`src/rtl/step_position_tracker.sv`:
```
// ---------------------------------------------------------------------------
// step_position_tracker
//
// Tracks a stepper motor's position by counting step pulses from the motor
// driver, and runs a homing sequence that zeroes the position when the
// debounced home switch closes. A driver fault or a homing timeout latches
// the block into FAULT until software clears it.
//
// Ports
//   clk_100MHz  in   system clock, rising edge
//   rst         in   synchronous active-high reset
//   mtr_step    in   step pulse (synchronous), one count per rising transition
//   mtr_dir     in   direction: 0 = increment, 1 = decrement (synchronous)
//   mtr_nhome   in   home switch, active-low, asynchronous
//   mtr_nflt    in   driver fault, active-low, asynchronous
//   home_req    in   single-cycle request to start a homing seek
//   clr_flt     in   single-cycle fault-clear request
//   pos         out  signed two's-complement step position (wraps)
//   homed       out  position is referenced to home
//   home_done   out  one-cycle pulse on homing success
//   flt         out  latched fault
//   home_to     out  latched homing timeout
//   state       out  FSM state: IDLE=0, SEEK=1, TRACK=2, FAULT=3
// ---------------------------------------------------------------------------
module step_position_tracker #(
   parameter int POS_W          = 24,
   parameter int DEBOUNCE       = 1000,
   parameter int HOME_MAX_STEPS = 200000
) (
   input  logic             clk_100MHz,
   input  logic             rst,
   input  logic             mtr_step,
   input  logic             mtr_dir,
   input  logic             mtr_nhome,
   input  logic             mtr_nflt,
   input  logic             home_req,
   input  logic             clr_flt,
   output logic [POS_W-1:0] pos,
   output logic             homed,
   output logic             home_done,
   output logic             flt,
   output logic             home_to,
   output logic [1:0]       state
);

   localparam int DB_W   = $clog2(DEBOUNCE + 1);
   localparam int SEEK_W = $clog2(HOME_MAX_STEPS + 1);

   localparam logic [DB_W-1:0]   DB_LAST   = DB_W'(DEBOUNCE - 1);
   localparam logic [DB_W-1:0]   DB_ONE    = DB_W'(1);
   localparam logic [SEEK_W-1:0] SEEK_MAX  = SEEK_W'(HOME_MAX_STEPS);
   localparam logic [SEEK_W-1:0] SEEK_ONE  = SEEK_W'(1);
   localparam logic [POS_W-1:0]  POS_ONE   = POS_W'(1);

   typedef enum logic [1:0] {
      IDLE  = 2'd0,
      SEEK  = 2'd1,
      TRACK = 2'd2,
      FAULT = 2'd3
   } state_t;

   state_t            state_r, state_next_s;

   logic              nhome_meta_r, nhome_sync_r;
   logic              nflt_meta_r,  nflt_sync_r;
   logic              step_prev_r;
   logic              step_edge_s;

   logic              home_db_r;
   logic [DB_W-1:0]   db_cnt_r, db_cnt_next_s;
   logic              db_toggle_s;
   logic              home_rise_s;

   logic [SEEK_W-1:0] seek_cnt_r, seek_cnt_next_s;
   logic [POS_W-1:0]  pos_r, pos_next_s;
   logic              homed_r, homed_next_s;
   logic              home_done_r, home_done_next_s;
   logic              flt_r, flt_next_s;
   logic              home_to_r, home_to_next_s;

   // Input synchronizers and step history.
   // The synchronizers reset to the inactive (high) level so a reset never
   // looks like a fault or a closed home switch. The step history keeps
   // sampling during reset, so a step held high across reset is not
   // counted as a new edge on the first cycle afterwards.
   always_ff @(posedge clk_100MHz) begin
      if (rst) begin
         nhome_meta_r <= 1'b1;
         nhome_sync_r <= 1'b1;
         nflt_meta_r  <= 1'b1;
         nflt_sync_r  <= 1'b1;
      end else begin
         nhome_meta_r <= mtr_nhome;
         nhome_sync_r <= nhome_meta_r;
         nflt_meta_r  <= mtr_nflt;
         nflt_sync_r  <= nflt_meta_r;
      end
      step_prev_r <= mtr_step;
   end

   assign step_edge_s = mtr_step & ~step_prev_r;

   // Home debounce: count consecutive samples that disagree with the
   // current debounced level; flip on the DEBOUNCE-th one.
   always_comb begin
      db_toggle_s   = 1'b0;
      db_cnt_next_s = '0;
      // home_db high means switch closed (nhome low), so equality of the
      // two signals means the sample disagrees with the debounced level.
      if (nhome_sync_r == home_db_r) begin
         if (db_cnt_r == DB_LAST) begin
            db_toggle_s   = 1'b1;
            db_cnt_next_s = '0;
         end else begin
            db_toggle_s   = 1'b0;
            db_cnt_next_s = db_cnt_r + DB_ONE;
         end
      end else begin
         db_toggle_s   = 1'b0;
         db_cnt_next_s = '0;
      end
   end

   assign home_rise_s = db_toggle_s & ~home_db_r;

   // Debounce state registers.
   always_ff @(posedge clk_100MHz) begin
      if (rst) begin
         home_db_r <= 1'b0;
         db_cnt_r  <= '0;
      end else begin
         home_db_r <= home_db_r ^ db_toggle_s;
         db_cnt_r  <= db_cnt_next_s;
      end
   end

   // Next-state and next-output logic for the tracker FSM.
   always_comb begin
      state_next_s     = state_r;
      pos_next_s       = pos_r;
      homed_next_s     = homed_r;
      home_done_next_s = 1'b0;
      flt_next_s       = flt_r;
      home_to_next_s   = home_to_r;
      seek_cnt_next_s  = seek_cnt_r;

      if (step_edge_s && (state_r != FAULT)) begin
         if (mtr_dir) begin
            pos_next_s = pos_r - POS_ONE;
         end else begin
            pos_next_s = pos_r + POS_ONE;
         end
      end else begin
         pos_next_s = pos_r;
      end

      if (!nflt_sync_r) begin
         // Driver fault overrides every other event.
         state_next_s = FAULT;
         flt_next_s   = 1'b1;
         homed_next_s = 1'b0;
      end else begin
         case (state_r)
            IDLE: begin
               if (home_req) begin
                  state_next_s    = SEEK;
                  homed_next_s    = 1'b0;
                  seek_cnt_next_s = '0;
               end else begin
                  state_next_s = IDLE;
               end
            end
            SEEK: begin
               if (step_edge_s && (seek_cnt_r < SEEK_MAX)) begin
                  seek_cnt_next_s = seek_cnt_r + SEEK_ONE;
               end else begin
                  seek_cnt_next_s = seek_cnt_r;
               end
               if (home_rise_s) begin
                  // Zeroing wins over a coincident step edge.
                  state_next_s     = TRACK;
                  pos_next_s       = '0;
                  homed_next_s     = 1'b1;
                  home_done_next_s = 1'b1;
               end else if (seek_cnt_r >= SEEK_MAX) begin
                  state_next_s   = FAULT;
                  flt_next_s     = 1'b1;
                  home_to_next_s = 1'b1;
               end else begin
                  state_next_s = SEEK;
               end
            end
            TRACK: begin
               if (home_req) begin
                  state_next_s    = SEEK;
                  homed_next_s    = 1'b0;
                  seek_cnt_next_s = '0;
               end else begin
                  state_next_s = TRACK;
               end
            end
            FAULT: begin
               if (clr_flt) begin
                  state_next_s   = IDLE;
                  flt_next_s     = 1'b0;
                  home_to_next_s = 1'b0;
               end else begin
                  state_next_s = FAULT;
               end
            end
            default: begin
               state_next_s = IDLE;
            end
         endcase
      end
   end

   // FSM state and registered outputs.
   always_ff @(posedge clk_100MHz) begin
      if (rst) begin
         state_r     <= IDLE;
         pos_r       <= '0;
         homed_r     <= 1'b0;
         home_done_r <= 1'b0;
         flt_r       <= 1'b0;
         home_to_r   <= 1'b0;
         seek_cnt_r  <= '0;
      end else begin
         state_r     <= state_next_s;
         pos_r       <= pos_next_s;
         homed_r     <= homed_next_s;
         home_done_r <= home_done_next_s;
         flt_r       <= flt_next_s;
         home_to_r   <= home_to_next_s;
         seek_cnt_r  <= seek_cnt_next_s;
      end
   end

   assign pos       = pos_r;
   assign homed     = homed_r;
   assign home_done = home_done_r;
   assign flt       = flt_r;
   assign home_to   = home_to_r;
   assign state     = state_r;

endmodule

```
`config.mk`:
```
export PLATFORM = sky130hd
export DESIGN_NAME = step_position_tracker
export DESIGN_NICKNAME = d
export VERILOG_FILES = /design/src/rtl/step_position_tracker.sv
export SDC_FILE = /design/constraint.sdc
export NUM_CORES = 1
export LEC_CHECK = 0
export BUFFER_PORTS_ARGS = -buffer_cell sky130_fd_sc_hd__buf_4
export CORE_MARGIN = 5
export CORE_UTILIZATION = 24
export DETAILED_ROUTE_END_ITERATION = 8
export GPL_TIMING_DRIVEN = 0
export PLACE_DENSITY = 0.37
export SLEW_MARGIN = 20
export SYNTH_ARGS = -nofsm -noshare
export SYNTH_HDL_FRONTEND = slang
export SYNTH_SLANG_ARGS = --single-unit
```
`constraint.sdc`:
```
create_clock -name clk_100MHz -period 7 [get_ports clk_100MHz]
set_clock_uncertainty 0.05 [all_clocks]
set_input_delay 0.7 -clock clk_100MHz [delete_from_list [all_inputs] [get_ports clk_100MHz]]
set_output_delay 0.7 -clock clk_100MHz [all_outputs]
set_load 0.03 [all_outputs]
```
Word-level counts from Yosys, hierarchy flattened:

Index checks and enable logic that the tools add are counted.

* bitwise gates (word level): 8
* eq/ne operators: 16
* add/sub/neg operators: 4
* reductions and logical operators: 13
* order comparisons: 2
* muxes and demuxes: 26

Operator list (count)
* 24-bit two-way mux: 5
* 18-bit two-way mux: 2
* 18-bit one-hot mux with 2 select lines: 1
* 24-bit by 1-bit adder with 24-bit output (second input constant): 1
* 24-bit by 1-bit subtractor with 24-bit output (second input constant): 1
* 18-bit by 1-bit adder with 18-bit output (second input constant): 1
* 18-bit greater-or-equal comparator (second input constant): 1
* 18-bit < comparator (second input constant): 1
* 2-bit != test (second input constant): 6
* 10-bit by 1-bit adder with 10-bit output (second input constant): 1
* 10-bit == test (second input constant): 1
* 1-bit two-way mux: 10
* 2-bit two-way mux: 5
* 3-bit != test (second input constant): 3
* 2-bit one-hot mux with 4 select lines: 1
* 4-bit AND reduction: 2
* 3-bit OR reduction: 2
* 1-bit NOT: 5
* 5-bit AND reduction: 1
* 2-bit == test (second input constant): 2
* 1-bit one-hot mux with 2 select lines: 2
* 2-bit nonzero test: 2
* 2-bit OR reduction: 2
* 3-bit by 1-bit != test with 1-bit output (second input constant): 1
* other kinds (8): 10

* output and inout bits: 30
* register bits after elaboration: 64

Depth between registers and ports, before layout:

* depth after elaboration: 7
* gate-level depth with buffers: 10
* gate-level depth less buffers: 10

Worst setup path before layout:

No wires, ideal clock.

* path type: input port to flip-flop
* start: input mtr_dir
* end: register pos_r[18] (netlist: pos[18])
* stages on the path: 9
* arrival time: 2.580 ns
* setup slack: 4.253 ns
* cell sequence: ha_1 -> a2111o_1 -> a21oi_2 -> a22oi_1 -> a221o_1 -> a21oi_2 -> o21ai_1 -> xor2_1 -> a22o_1

* cells in the longest elaborated chain, start to end: 5

Ends and longest elaborated chain
* from (decl): RTL line 33 `input logic mtr_dir,`
* 24-bit two-way mux (*): RTL line 148 `if (mtr_dir) begin`
* 24-bit two-way mux (*): RTL line 147 `if (step_edge_s && (state_r != FAULT)) begin`
* 24-bit two-way mux: RTL line 179 `if (home_rise_s) begin`
* 24-bit two-way mux: RTL line 163 `case (state_r)`
* 24-bit two-way mux (*): RTL line 157 `if (!nflt_sync_r) begin`
* to (signal assigned): RTL line 230 `pos_r <= pos_next_s;`
* to (decl): RTL line 75 `logic [POS_W-1:0] pos_r, pos_next_s;`

Mark *: on every way between the ends. The rest lies on a longest branch, timed or not.
A chain may end at the register's enable or synchronous reset.

Final worst setup path:

Same ends and word-level chain as after synthesis.

==> summary.txt <==
Worst R2R End = pos[18]
CORE AREA = 15,200 um2
WP depth = 10
YS warnings = 0
First-pass GRT wire length = 16,100 um
Post-route insts no fill = 692
Max-slew violation count = 0
Crit path arrival time = 3.16 ns
Cell Pwr Density = 247 nW/um2
GRT Overall Usage = 11.2%
R2R Path Start = pos[7]
Share of synthesized registers carrying an async set or reset = 0%
Tightest Pin Transition = 0.688 ns
CP Cell Sequence = buf_4 -> ha_1 -> a2111o_1 -> a21oi_2 -> a22oi_1 -> a221o_1 -> a21oi_2 -> o21ai_1 -> xor2_1 -> a22o_1
Total CTS buffers = 9
Main flop type after synthesis = dfxtp_1
FMAX = 335 MHz
EDFF count, synth = 0
Tmin final = 2.99 ns
Final Hold Vio Count = 0
VDD IR max = 0.109 mV
Post-synth net total = 486
CP Max Fanout = 25
CTS max path bufs = 2
Clock transition at path regs = 0.05 ns
CTS tree = yes
Initial Util = 24.5%
Setup bufs post-CTS = 0
Leakage Power = 1.85 nW
Delay-heaviest family, CP = compound AO/OA/AOI/OAI gates
Hpwl dp = 7080 um
Std cell rows = 45
# H-tree levels = 3
Run status = completed
Detail Route Antenna Nets = 0
CTS resizes = 0
Die Y = 134 um
Synthesized instance count = 451
Max-slew headroom = 54.2%
Via count = 3,255
Final Power = 1.13 mW
RSZ-0062 raised after global routing = no
Crit. Startpoint = mtr_dir
Placer Congestion = 0.768
Hold slack = 0.357 ns
Final period util = 42.6%
Syn Area/Cell = 8.24 um2
Final TNS setup = 0 ns
WS Path Type = in2reg
Critical path's most frequent cell = a21oi_2
R2R depth = 9
Synth cell types = 58
IO Count = 38
Placed insts = 676
Antenna violations before repair = 0
N_diodes = 0
Hold path depth = 1
Worst Path Required = 7.17 ns
Final instance area = 4580 um2
Grt total ovfl = 0
Final nets = 534
Worst path slowest cell = a2111o_1
Place WS = 3.68 ns
DRC viols = 0
Worst reg-to-reg setup slack = 4.37 ns
Vias per cell = 4.70
Worst skew pair latency = 0.34 ns
Routed len/inst = 14.2 um
Layout area overhead = 23.1%
Width of the die = 134 um
Sequential-to-total area share from yosys stat = 34.5%
Drt first pass iters = 4
Final Routed Wirelength = 9820 um
Vias in the first global route = 3,219
Die area = 18,100 um2
DRT iter0 DRCs = 112
Worst Hold Launch = nhome_meta_r
PortBufs = 37
Fin util = 30.1%
Synthesized area = 3720 um2
Root Buffer Master = clkbuf_16
Placed cell area = 4230 um2
Hold/Removal Path Class = reg2reg
Worst path bufs/invs = 1
Share of cells above drive strength 1 = 14.5%
Register bit total from synthesis = 64
Final setup vio count = 0
Largest net degree at the start of global routing = 26
CP endpoint kind = flop
Hold Buf Count CTS = 0
# Max-Cap Violations = 0
Worst Setup EP = pos[18]
Startpoint Class = input port
Sink Count = 64
Final worst slack = 4.01 ns
Max incr delay on CP = 0.45 ns
how the worst min path moves through the flow:
stage	to
after floorplan	nflt_sync_r
after global placement	nhome_sync_r
after detailed placement	nhome_sync_r
after CTS	nhome_sync_r
after global routing	nhome_sync_r
final	nhome_sync_r
layout by cell type (no fill, tap or decap), drive strengths merged, types with 9 or more instances in the layout:
cell and instances:
clkbuf 22, o21ai 22, inv 11, nand4 12
nor3 9, nand3 12, and3 9, ha 26
buf 43, a21oi 44, xor2 19, xnor2 19
dfxtp 64, nand2 54, nor2 47, a21o 14
area by class of cell:
class | instances | area, um2
timing repair buffer | 37 | 278
inverter | 11 | 41.3
fill | 1647 | 10600
sequential | 64 | 1280
clock inverter | 5 | 104
multi-input combinational | 359 | 2320
clock buffer | 11 | 243
tap | 188 | 235
buffer | 17 | 70.1
where the power goes:
group / total [mW] / internal [mW] / switching [mW]
clock network: 0.532 / 0.358 / 0.174
logic: 0.206 / 0.0803 / 0.126
registers: 0.392 / 0.379 / 0.0130
total: 1.13 / 0.817 / 0.313
synthesized netlist by cell type (all sizes together) (7+ instances only):
cell    number  area (um2)
a211oi       7        57.6
a21o        14         105
a21oi       44         243
and3         9        56.3
clkbuf      11        41.3
dfxtp       64        1280
ha          26         325
inv         11        41.3
nand2       54         203
nand3       12        60.1
nand4       12        75.1
nor2        47         186
nor3         9        55.1
o21ai       22         114
or3          7        43.8
xnor2       19         166
xor2        19         166
kinds of logic after synthesis:
| family | Yosys count | share of synthesized area (%) |
|---|---|---|
| AOI/OAI and AO/OA | 121 | 21.7 |
| xor gates and xnor gates | 38 | 8.95 |
| adders and majority gates | 27 | 9.29 |
| buffers and inverters | 28 | 3.00 |
| DFF | 64 | 34.5 |
| and+or+nand+nor | 173 | 22.6 |
registers in the layout, indices dropped and copies added, names as in the netlist, 2 cells and up:
| register | flops |
|---|---|
| pos | 24 |
| seek_cnt_r | 18 |
| db_cnt_r | 10 |
| state | 2 |
worst register-to-register path, stage by stage (launching register included):
cell and delay (ns):
dfxtp_1 0.32, ha_1 0.36, a2111o_1 0.45, a21oi_2 0.15, a22oi_1 0.14, a221o_1 0.34
a21oi_2 0.23, o21ai_1 0.13, xor2_1 0.15, a22o_1 0.18
per-layer routing:
metal / share of wire [%] / track usage (%)
met3: 3.0 / 2.91
met2: 44 / 17.5
met5: 0 / 0
met4: 1.4 / 3.90
met1: 51 / 14.8
Note: power is estimated with default switching activity, not from simulation.
